[src/rtl/gate_alu_arbiter_pkg.sv]
// rtl/gate_alu_arbiter_pkg.sv - opcode and FSM state types shared by the gate ALU arbiter
package gate_alu_arbiter_pkg;

    localparam int OP_W = 3;

    typedef enum logic [OP_W-1:0] {
        OP_AND  = 3'b000,
        OP_OR   = 3'b001,
        OP_XOR  = 3'b010,
        OP_NAND = 3'b011,
        OP_NOR  = 3'b100,
        OP_XNOR = 3'b101,
        OP_NOT  = 3'b110,
        OP_BUF  = 3'b111
    } op_e;

    typedef enum logic [1:0] {
        ST_IDLE,
        ST_EXEC,
        ST_RESP
    } state_e;

endpackage

[src/rtl/gate_alu_rr_pick.sv]
// rtl/gate_alu_rr_pick.sv - combinational round-robin picker starting one past ptr
module gate_alu_rr_pick #(
    parameter  int NREQ = 4,
    localparam int ID_W = $clog2(NREQ)
) (
    input  logic [NREQ-1:0] req,
    input  logic [ID_W-1:0] ptr,
    output logic [NREQ-1:0] grant,
    output logic [ID_W-1:0] idx,
    output logic            any
);

    logic [ID_W-1:0] cand;

    // Scan from the farthest offset down so the nearest set request after ptr wins last.
    always_comb begin
        grant = '0;
        idx   = '0;
        any   = 1'b0;
        cand  = '0;
        for (int k = NREQ; k >= 1; k--) begin
            cand = ID_W'((int'(ptr) + k) % NREQ);
            if (req[cand]) begin
                grant       = '0;
                grant[cand] = 1'b1;
                idx         = cand;
                any         = 1'b1;
            end
        end
    end

endmodule

[src/rtl/gate_alu_arbiter.sv]
// rtl/gate_alu_arbiter.sv - round-robin shared bitwise logic unit; optional GATE_ALU_ARBITER_GRANT_CNT_EN adds grant_cnt
module gate_alu_arbiter
    import gate_alu_arbiter_pkg::*;
#(
    parameter  int NREQ  = 4,
    parameter  int WIDTH = 4,
    localparam int ID_W  = $clog2(NREQ)
) (
    input  logic                  clk,
    input  logic                  rst_n,
    input  logic [NREQ-1:0]       req_valid,
    output logic [NREQ-1:0]       req_ready,
    input  logic [OP_W*NREQ-1:0]  req_op,
    input  logic [WIDTH*NREQ-1:0] req_a,
    input  logic [WIDTH*NREQ-1:0] req_b,
    output logic                  rsp_valid,
    input  logic                  rsp_ready,
    output logic [ID_W-1:0]       rsp_id,
    output logic [WIDTH-1:0]      rsp_data,
`ifdef GATE_ALU_ARBITER_GRANT_CNT_EN
    output logic [7:0]            grant_cnt,
`endif
    output logic                  busy
);

    state_e          state_q, state_d;
    logic [ID_W-1:0] ptr_q, ptr_d;
    logic [ID_W-1:0] id_q, id_d;
    op_e             op_q, op_d;
    logic [WIDTH-1:0] a_q, a_d, b_q, b_d;
    logic [WIDTH-1:0] data_q, data_d;
    logic            rsp_valid_q, rsp_valid_d;
    logic            busy_q, busy_d;
    logic [WIDTH-1:0] alu_res;

    logic [NREQ-1:0] grant;
    logic [ID_W-1:0] win;
    logic            any;
    logic            accept;

    gate_alu_rr_pick #(.NREQ(NREQ)) u_pick (
        .req   (req_valid),
        .ptr   (ptr_q),
        .grant (grant),
        .idx   (win),
        .any   (any)
    );

    // Grants are only offered from IDLE and never while reset is held.
    assign accept    = (state_q == ST_IDLE) && any && rst_n;
    assign req_ready = accept ? grant : '0;

    assign rsp_valid = rsp_valid_q;
    assign rsp_id    = id_q;
    assign rsp_data  = data_q;
    assign busy      = busy_q;

    // Bitwise operation on the operands latched at accept time.
    always_comb begin
        alu_res = '0;
        unique case (op_q)
            OP_AND:  alu_res = a_q & b_q;
            OP_OR:   alu_res = a_q | b_q;
            OP_XOR:  alu_res = a_q ^ b_q;
            OP_NAND: alu_res = ~(a_q & b_q);
            OP_NOR:  alu_res = ~(a_q | b_q);
            OP_XNOR: alu_res = ~(a_q ^ b_q);
            OP_NOT:  alu_res = ~a_q;
            OP_BUF:  alu_res = a_q;
            default: alu_res = '0;
        endcase
    end

    // Next-state: IDLE latches the winner, EXEC computes once, RESP holds until taken.
    always_comb begin
        state_d     = state_q;
        ptr_d       = ptr_q;
        id_d        = id_q;
        op_d        = op_q;
        a_d         = a_q;
        b_d         = b_q;
        data_d      = data_q;
        rsp_valid_d = rsp_valid_q;
        busy_d      = busy_q;
        unique case (state_q)
            ST_IDLE: begin
                if (accept) begin
                    op_d    = op_e'(req_op[int'(win)*OP_W +: OP_W]);
                    a_d     = req_a[int'(win)*WIDTH +: WIDTH];
                    b_d     = req_b[int'(win)*WIDTH +: WIDTH];
                    id_d    = win;
                    ptr_d   = win;
                    state_d = ST_EXEC;
                    busy_d  = 1'b1;
                end
            end
            ST_EXEC: begin
                data_d      = alu_res;
                state_d     = ST_RESP;
                rsp_valid_d = 1'b1;
            end
            ST_RESP: begin
                if (rsp_ready) begin
                    state_d     = ST_IDLE;
                    rsp_valid_d = 1'b0;
                    busy_d      = 1'b0;
                end
            end
            default: state_d = ST_IDLE;
        endcase
    end

    // FSM and datapath registers; reset discards any in-flight operation.
    always_ff @(posedge clk or negedge rst_n) begin
        if (!rst_n) begin
            state_q     <= ST_IDLE;
            ptr_q       <= ID_W'(NREQ - 1);
            id_q        <= '0;
            op_q        <= OP_AND;
            a_q         <= '0;
            b_q         <= '0;
            data_q      <= '0;
            rsp_valid_q <= 1'b0;
            busy_q      <= 1'b0;
        end else begin
            state_q     <= state_d;
            ptr_q       <= ptr_d;
            id_q        <= id_d;
            op_q        <= op_d;
            a_q         <= a_d;
            b_q         <= b_d;
            data_q      <= data_d;
            rsp_valid_q <= rsp_valid_d;
            busy_q      <= busy_d;
        end
    end

`ifdef GATE_ALU_ARBITER_GRANT_CNT_EN
    logic [7:0] cnt_q, cnt_d;

    // Accept counter, wraps naturally at 8 bits.
    always_comb begin
        cnt_d = cnt_q;
        if (accept) cnt_d = cnt_q + 8'd1;
    end

    // Accept counter register.
    always_ff @(posedge clk or negedge rst_n) begin
        if (!rst_n) cnt_q <= 8'd0;
        else        cnt_q <= cnt_d;
    end

    assign grant_cnt = cnt_q;
`endif

endmodule
[config.mk]
export PLATFORM = sky130hd
export DESIGN_NAME = gate_alu_arbiter
export DESIGN_NICKNAME = d
export VERILOG_FILES = /design/src/rtl/gate_alu_arbiter_pkg.sv /design/src/rtl/gate_alu_rr_pick.sv /design/src/rtl/gate_alu_arbiter.sv
export SDC_FILE = /design/constraint.sdc
export NUM_CORES = 1
export LEC_CHECK = 0
export ABC_CLOCK_PERIOD_IN_PS = 5400
export CORE_AREA = 8 8 71 73
export CTS_BUF_LIST = sky130_fd_sc_hd__clkbuf_4 sky130_fd_sc_hd__clkbuf_8
export CTS_CLUSTER_DIAMETER = 200
export DETAILED_ROUTE_END_ITERATION = 10
export DIE_AREA = 0 0 79 81
export DONT_BUFFER_PORTS = 1
export GPL_ROUTABILITY_DRIVEN = 0
export PLACE_DENSITY = 0.69
export SYNTH_ARGS = -nofsm -noshare
export SYNTH_HDL_FRONTEND = slang
export SYNTH_HIERARCHICAL = 1
export SYNTH_SLANG_ARGS = --single-unit
[constraint.sdc]
create_clock -name clk -period 5.4 [get_ports clk]
set_clock_uncertainty 0.1 [all_clocks]
set_input_delay 0.27 -clock clk [delete_from_list [all_inputs] [get_ports clk]]
set_output_delay 0.27 -clock clk [all_outputs]
set_load 0.01 [all_outputs]
### After elaboration in Yosys (flattened, before gate mapping)

Cells that the tools add are included.

| word-level totals | value |
|---|---|
| output and inout bits | 12 |
| logic and storage cells | 94 |
| flip-flop bits (word level) | 23 |

| operators by class | value |
|---|---|
| shift operators | 3 |
| bitwise gates (word level) | 7 |
| $add $sub $neg | 4 |
| reductions and logical operators | 14 |
| eq/ne operators | 11 |
| multipliers | 1 |
| muxes and demuxes | 37 |
| magnitude comparators | 8 |

Operators by type and width:

| operator | count |
|---|---|
| 4-bit one-hot mux with 8 select lines | 1 |
| 16-bit by 5-bit variable part select with 4-bit output | 2 |
| 4-bit 2-to-1 mux | 5 |
| 4-bit inverter | 4 |
| 1-bit 2-to-1 mux | 14 |
| 3-bit equality test (second input constant) | 4 |
| 2-bit by 3-bit less-than comparator with 1-bit output (second input constant) | 4 |
| 2-bit 2-to-1 mux | 6 |
| 12-bit by 5-bit variable part select with 3-bit output | 1 |
| 1-bit binary-select mux with 2-bit select | 4 |
| 1-bit demux with 2-bit select | 4 |
| 2-bit by 1-bit >= comparator with 1-bit output (second input constant) | 4 |
| 3-bit by 2-bit equality test with 1-bit output (second input constant) | 2 |
| 1-bit logical AND | 6 |
| 2-bit one-hot mux with 3 select lines | 1 |
| 2-bit AND reduction | 3 |
| 2-bit by 1-bit adder with 2-bit output (second input constant) | 2 |
| 2-bit adder (second input constant) | 2 |
| 4-bit AND | 1 |
| 2-bit by 2-bit multiplier with 4-bit output (second input constant) | 1 |
| 2-bit != test (second input constant) | 2 |
| 4-bit OR | 1 |
| 1-bit one-hot mux with 2 select lines | 2 |
| 2-bit nonzero test | 2 |
| 7 further kinds | 7 |

### Logic depth before layout (Yosys ltp)

| depth | value |
|---|---|
| depth in word-level cells | 11 |
| gate-level depth with buffers | 12 |

### Hierarchy

The synthesis kept the hierarchy.

By module, submodules not included:

| module | cells each | instances | seq. area each (um^2) | area each (um^2) |
|---|---|---|---|---|
| gate_alu_arbiter | 152 | 1 | 578.1 | 1,569.0 |
| gate_alu_rr_pick | 69 | 1 | 0.0 | 539.3 |

### Worst setup path before layout

Ideal clock, no wire load.

| timing | value |
|---|---|
| path type | register to register |
| start point | register ptr_q[0] |
| end point | register op_q[1] |
| period minus slack after synthesis | 3,587 ps |
| data arrival time | 3,362 ps |
| path buffers | 3 |
| setup slack | 1,813 ps |
| data required time | 5,175 ps |
| stages on the path, launching flop included | 11 |
| cell sequence | dfstp_2 buf_2 inv_1 ha_1 buf_6 mux4_2 a221o_1 a221oi_2 buf_6 mux4_2 mux2_2 |

| between the ends | value |
|---|---|
| elaborated cells between the ends (all ways) | 25 |
| classes of those cells | 4 x add/sub; 1 x mul; 1 x shift; 16 x mux; 3 x reduce/logical |

RTL lines:

| item | RTL line | source |
|---|---|---|
| start: declaration | gate_alu_arbiter.sv:27 | `logic [ID_W-1:0] ptr_q, ptr_d;` |
| start signal: assignment | gate_alu_arbiter.sv:117 | `ptr_q <= ID_W'(NREQ - 1);` |
| start signal: assignment | gate_alu_arbiter.sv:127 | `ptr_q <= ptr_d;` |
| 2-bit by 1-bit adder with 2-bit output | gate_alu_rr_pick.sv:22 | `cand = ID_W'((int'(ptr) + k) % NREQ);` |
| 1-bit binary-select mux with 2-bit select | gate_alu_rr_pick.sv:23 | `if (req[cand]) begin` |
| 1-bit 2-to-1 mux (implied by the code) | gate_alu_rr_pick.sv:23 |  |
| 2-bit 2-to-1 mux (3 in series) | gate_alu_rr_pick.sv:23 |  |
| 2-bit 2-to-1 mux * | gate_alu_rr_pick.sv:23 |  |
| net win[0] | gate_alu_arbiter.sv:37 | `logic [ID_W-1:0] win;` |
| 2-bit by 2-bit multiplier with 4-bit output * | gate_alu_arbiter.sv:88 | `op_d = op_e'(req_op[int'(win)*OP_W +: OP_W]);` |
| 12-bit by 5-bit variable part select with 3-bit output * | gate_alu_arbiter.sv:88 |  |
| end signal: assignment | gate_alu_arbiter.sv:129 | `op_q <= op_d;` |
| end: declaration | gate_alu_arbiter.sv:29 | `op_e op_q, op_d;` |

Mark *: on every way through the listed nets, which the timed path passes. The rest lies on a longest branch. The select of a mux whose other input is x is not followed.
A chain may end at the register's enable or synchronous reset.

### Worst setup path in the final report

| timing | value |
|---|---|
| start point | register ptr_q[0] |
| end point | register op_q[2] |

Same word-level chain as after synthesis.

==> results.yml <==
power_and_ir_drop:
  ir_drop_mv: 0.360
  p_leak_nw: 0.891
  p_per_area_nw_per_um2: 648
yosys:
  synth_edf_count: 0
  avgSynthCellArea_um2: 9.54
  synthArstFlopShare_pct: 100
  synth_area_um2: 2110
  yosysWarnings: 6
  synth_ff_type: "dfrtp_1"
  netlist_instances: 221
  synth_area_leader_cell: "dfrtp_1"
  yosysTopAreaCellShare_pct: 24.9
  synth.distinct_cells: 49
  synth_seq_area_share_pct: 27.4
  synth-seq-cells: 23
  synthTopCellsByArea: "dfrtp_1 25%, mux4_2 13%, ha_1 8.3%"
  synth_fp_nets: 286
clocking:
  htreeDepth: 1
  cts_setup_buffers: 0
  cts_buffer_depth: 2
  cts-root-buf: "clkbuf_8"
  cts_sinks: 23
  cts_buffers: 3
  clk_transition_reported_paths_ns: 0.08
  cts_tree: "built"
  clk_latency_ns: 0.27
timing:
  fin_crit_sh_pct: 73.7
  hold_violations: 0
  worst_slew_pin_slew_ns: 1.16
  min_period_ns: 3.98
  fmaxAchievable_ghz: 0.251
  rsz0062_at_grt: "no"
  setup_viol: 0
  slew_violations: 0
  max_slew_margin_pct: 22.6
  setup_tns_ns: 0
drt:
  vias: 1611
  drc: 0
  drtAntennaViolNets: 0
  wirelength_mm: 4.76
  drt_pass1_iterations: 4
  first_iter_violations: 69
  wl_per_cell_um: 18.1
  viasPerCell: 6.13
global_routing:
  grtUsageTotal_pct: 15.4
  grt_max_degree: 32
  antenna_found_initial: 0
  grt_remaining_overflow: 0
  grt_pass1_wl_mm: 7.94
  grt_pass1_vias: 1601
final_layout:
  diodes: 0
  fin_util_pct: 54.9
  syn2layout_area_growth_pct: 1.90
  drive_gt1_share_pct: 16.4
  nets: 279
  fillers: 386
  regArea_um2: 578
  multi_input_area_um2: 1360
setup_path:
  crit_start: "ptr_q[0]"
  worstSetupStartpointType: "flip-flop"
  timing_worst_setup_path_type: "reg -> reg"
  arrival_ns: 4.04
  timing.rr.start: "ptr_q[0]"
  r2r_setup_slack_ns: 1.42
  critical_path_required_ns: 5.46
  crit_path_end_kind: "flip-flop"
  path_max_fanout: 17
placed_design:
  hpwl_mm: 3.68
  numPortBuffers: 0
floorplan:
  row_count: 23
  die_y_um: 81
  start_util_pct: 53.9
  die_width_um: 79
  core_area_um2: 3910
  dieArea_um2: 6400
  ios: 63
min_path:
  hold_class: "in -> reg"
  hp-start: "rsp_ready"
outcome:
  status: "finished, final reports clean"
flow_run:
  drv_cap: 0
==> worst paths after layout <==
| kind | cells past startpoint | end |
|---|---|---|
| max in group asynchronous | 1 | op_q[0] |
| min in group asynchronous | 1 | rsp_valid |
| max reg2reg | 8 | op_q[2] |
| max | 8 | op_q[2] |
| min | 3 | busy |
| min reg2reg | 1 | rsp_valid |
==> flip-flops by register name (all words and copies together), names as in the netlist <==
| name | cells |
|---|---|
| rsp_valid | 1 |
| busy | 1 |
| op_q | 3 |
| rsp_id | 2 |
| state_q | 2 |
| b_q | 4 |
| ptr_q | 2 |
| rsp_data | 4 |
| a_q | 4 |
==> where the power goes <==
part           switching [mW]  internal, mW
Sequential              0.140         0.263
Combinational           0.425         0.448
Clock                  0.0566        0.0578
Total                   0.622         0.769
==> layer usage <==
| layer | GRT usage, % | vias up | wire length, µm |
|---|---|---|---|
| met1 | 19.3 | 759 | 2110 |
| met5 | 0 | - | 0 |
| met4 | 7.59 | 0 | 127 |
| li1 | - | 789 | - |
| met2 | 24.0 | 54 | 2170 |
| met3 | 4.53 | 9 | 350 |
==> logic make-up after synthesis <==
kind of cell	count (synthesis)	synth area share [%]
multiplexers	23	19.2
buffers and inverters	33	8.31
XOR/XNOR	1	0.416
flip-flops	23	27.4
adder cells (fa/ha/maj)	14	8.31
AND/OR/NAND/NOR	74	18.6
AO/OA/AOI/OAI	53	17.7
==> stage by stage <==
stage / hold WS, ns / setup WS [ns] / power (mW) / instance area, µm² / cells
finish: 0.160 / 1.42 / 1.39 / 2150 / 263
floorplan: -0.126 / 1.81 / 1.16 / 2110 / 221
global placement: -0.125 / 1.53 / 1.26 / 2080 / 257
global route: 0.170 / 1.16 / 1.54 / 2150 / 263
detailed placement: -0.125 / 1.45 / 1.28 / 2080 / 257
CTS: 0.157 / 1.42 / 1.40 / 2150 / 263
==> timing repair <==
item                                   in CTS  in global routing
gates resized for setup                     0                  0
endpoints found under the hold margin      24                  0
hold buffers                                2                  0
==> Yosys cell counts, types with 3 or more instances <==
library cell  count
a211oi_1          4
a21oi_1           3
a22oi_1           4
a31oi_1           4
and2_1            4
buf_2             5
buf_6             5
clkbuf_1          3
dfrtp_1          21
ha_1             14
inv_1            17
mux2_2            7
mux2i_1           3
mux4_2           12
nand2_1          20
nand2b_1          5
nand4_1           5
nor2_1           15
nor2b_1          10
nor3_1            3
o21ai_0          18
o31ai_1           4
==> placed cells by master, fill, tap and decap left out, types with 2 or more instances in the layout <==
| cell | instances |
|---|---|
| or3b_2 | 2 |
| o32ai_1 | 2 |
| ha_1 | 14 |
| a31oi_1 | 4 |
| nand4_1 | 5 |
| mux4_2 | 12 |
| dfstp_2 | 2 |
| inv_1 | 17 |
| a21oi_1 | 3 |
| o211ai_1 | 2 |
| mux2i_1 | 3 |
| nor2b_1 | 10 |
| nand2b_1 | 5 |
| and2b_1 | 2 |
| o22ai_1 | 2 |
| o31ai_1 | 4 |
| dfrtp_1 | 21 |
| nand2_1 | 20 |
| a22oi_1 | 4 |
| and2_1 | 4 |
| clkbuf_8 | 3 |
| nor3_1 | 2 |
| dlygate4sd3_1 | 2 |
| mux2_2 | 7 |
| a2111oi_1 | 2 |
| buf_4 | 2 |
| nor2_1 | 15 |
| a211oi_1 | 4 |
| o21ai_0 | 18 |
==> area by class of cell <==
type                       count  share of cell area [%]
multi-input combinational    165                    63.3
timing repair buffer           4                    1.63
tap                           50                    2.91
inverter                      17                    2.97
clock buffer                   4                    2.27
sequential                    23                    26.9
==> worst max-delay path, stage by stage (launching register included) <==
cell      delay, ns
dfstp_2        0.75
inv_1          0.19
ha_1           0.56
mux4_2         0.37
a221o_1        0.35
a221oi_2       0.44
buf_4          0.30
mux4_2         0.52
mux2_2         0.27
Power figures use the tool's default switching activity.
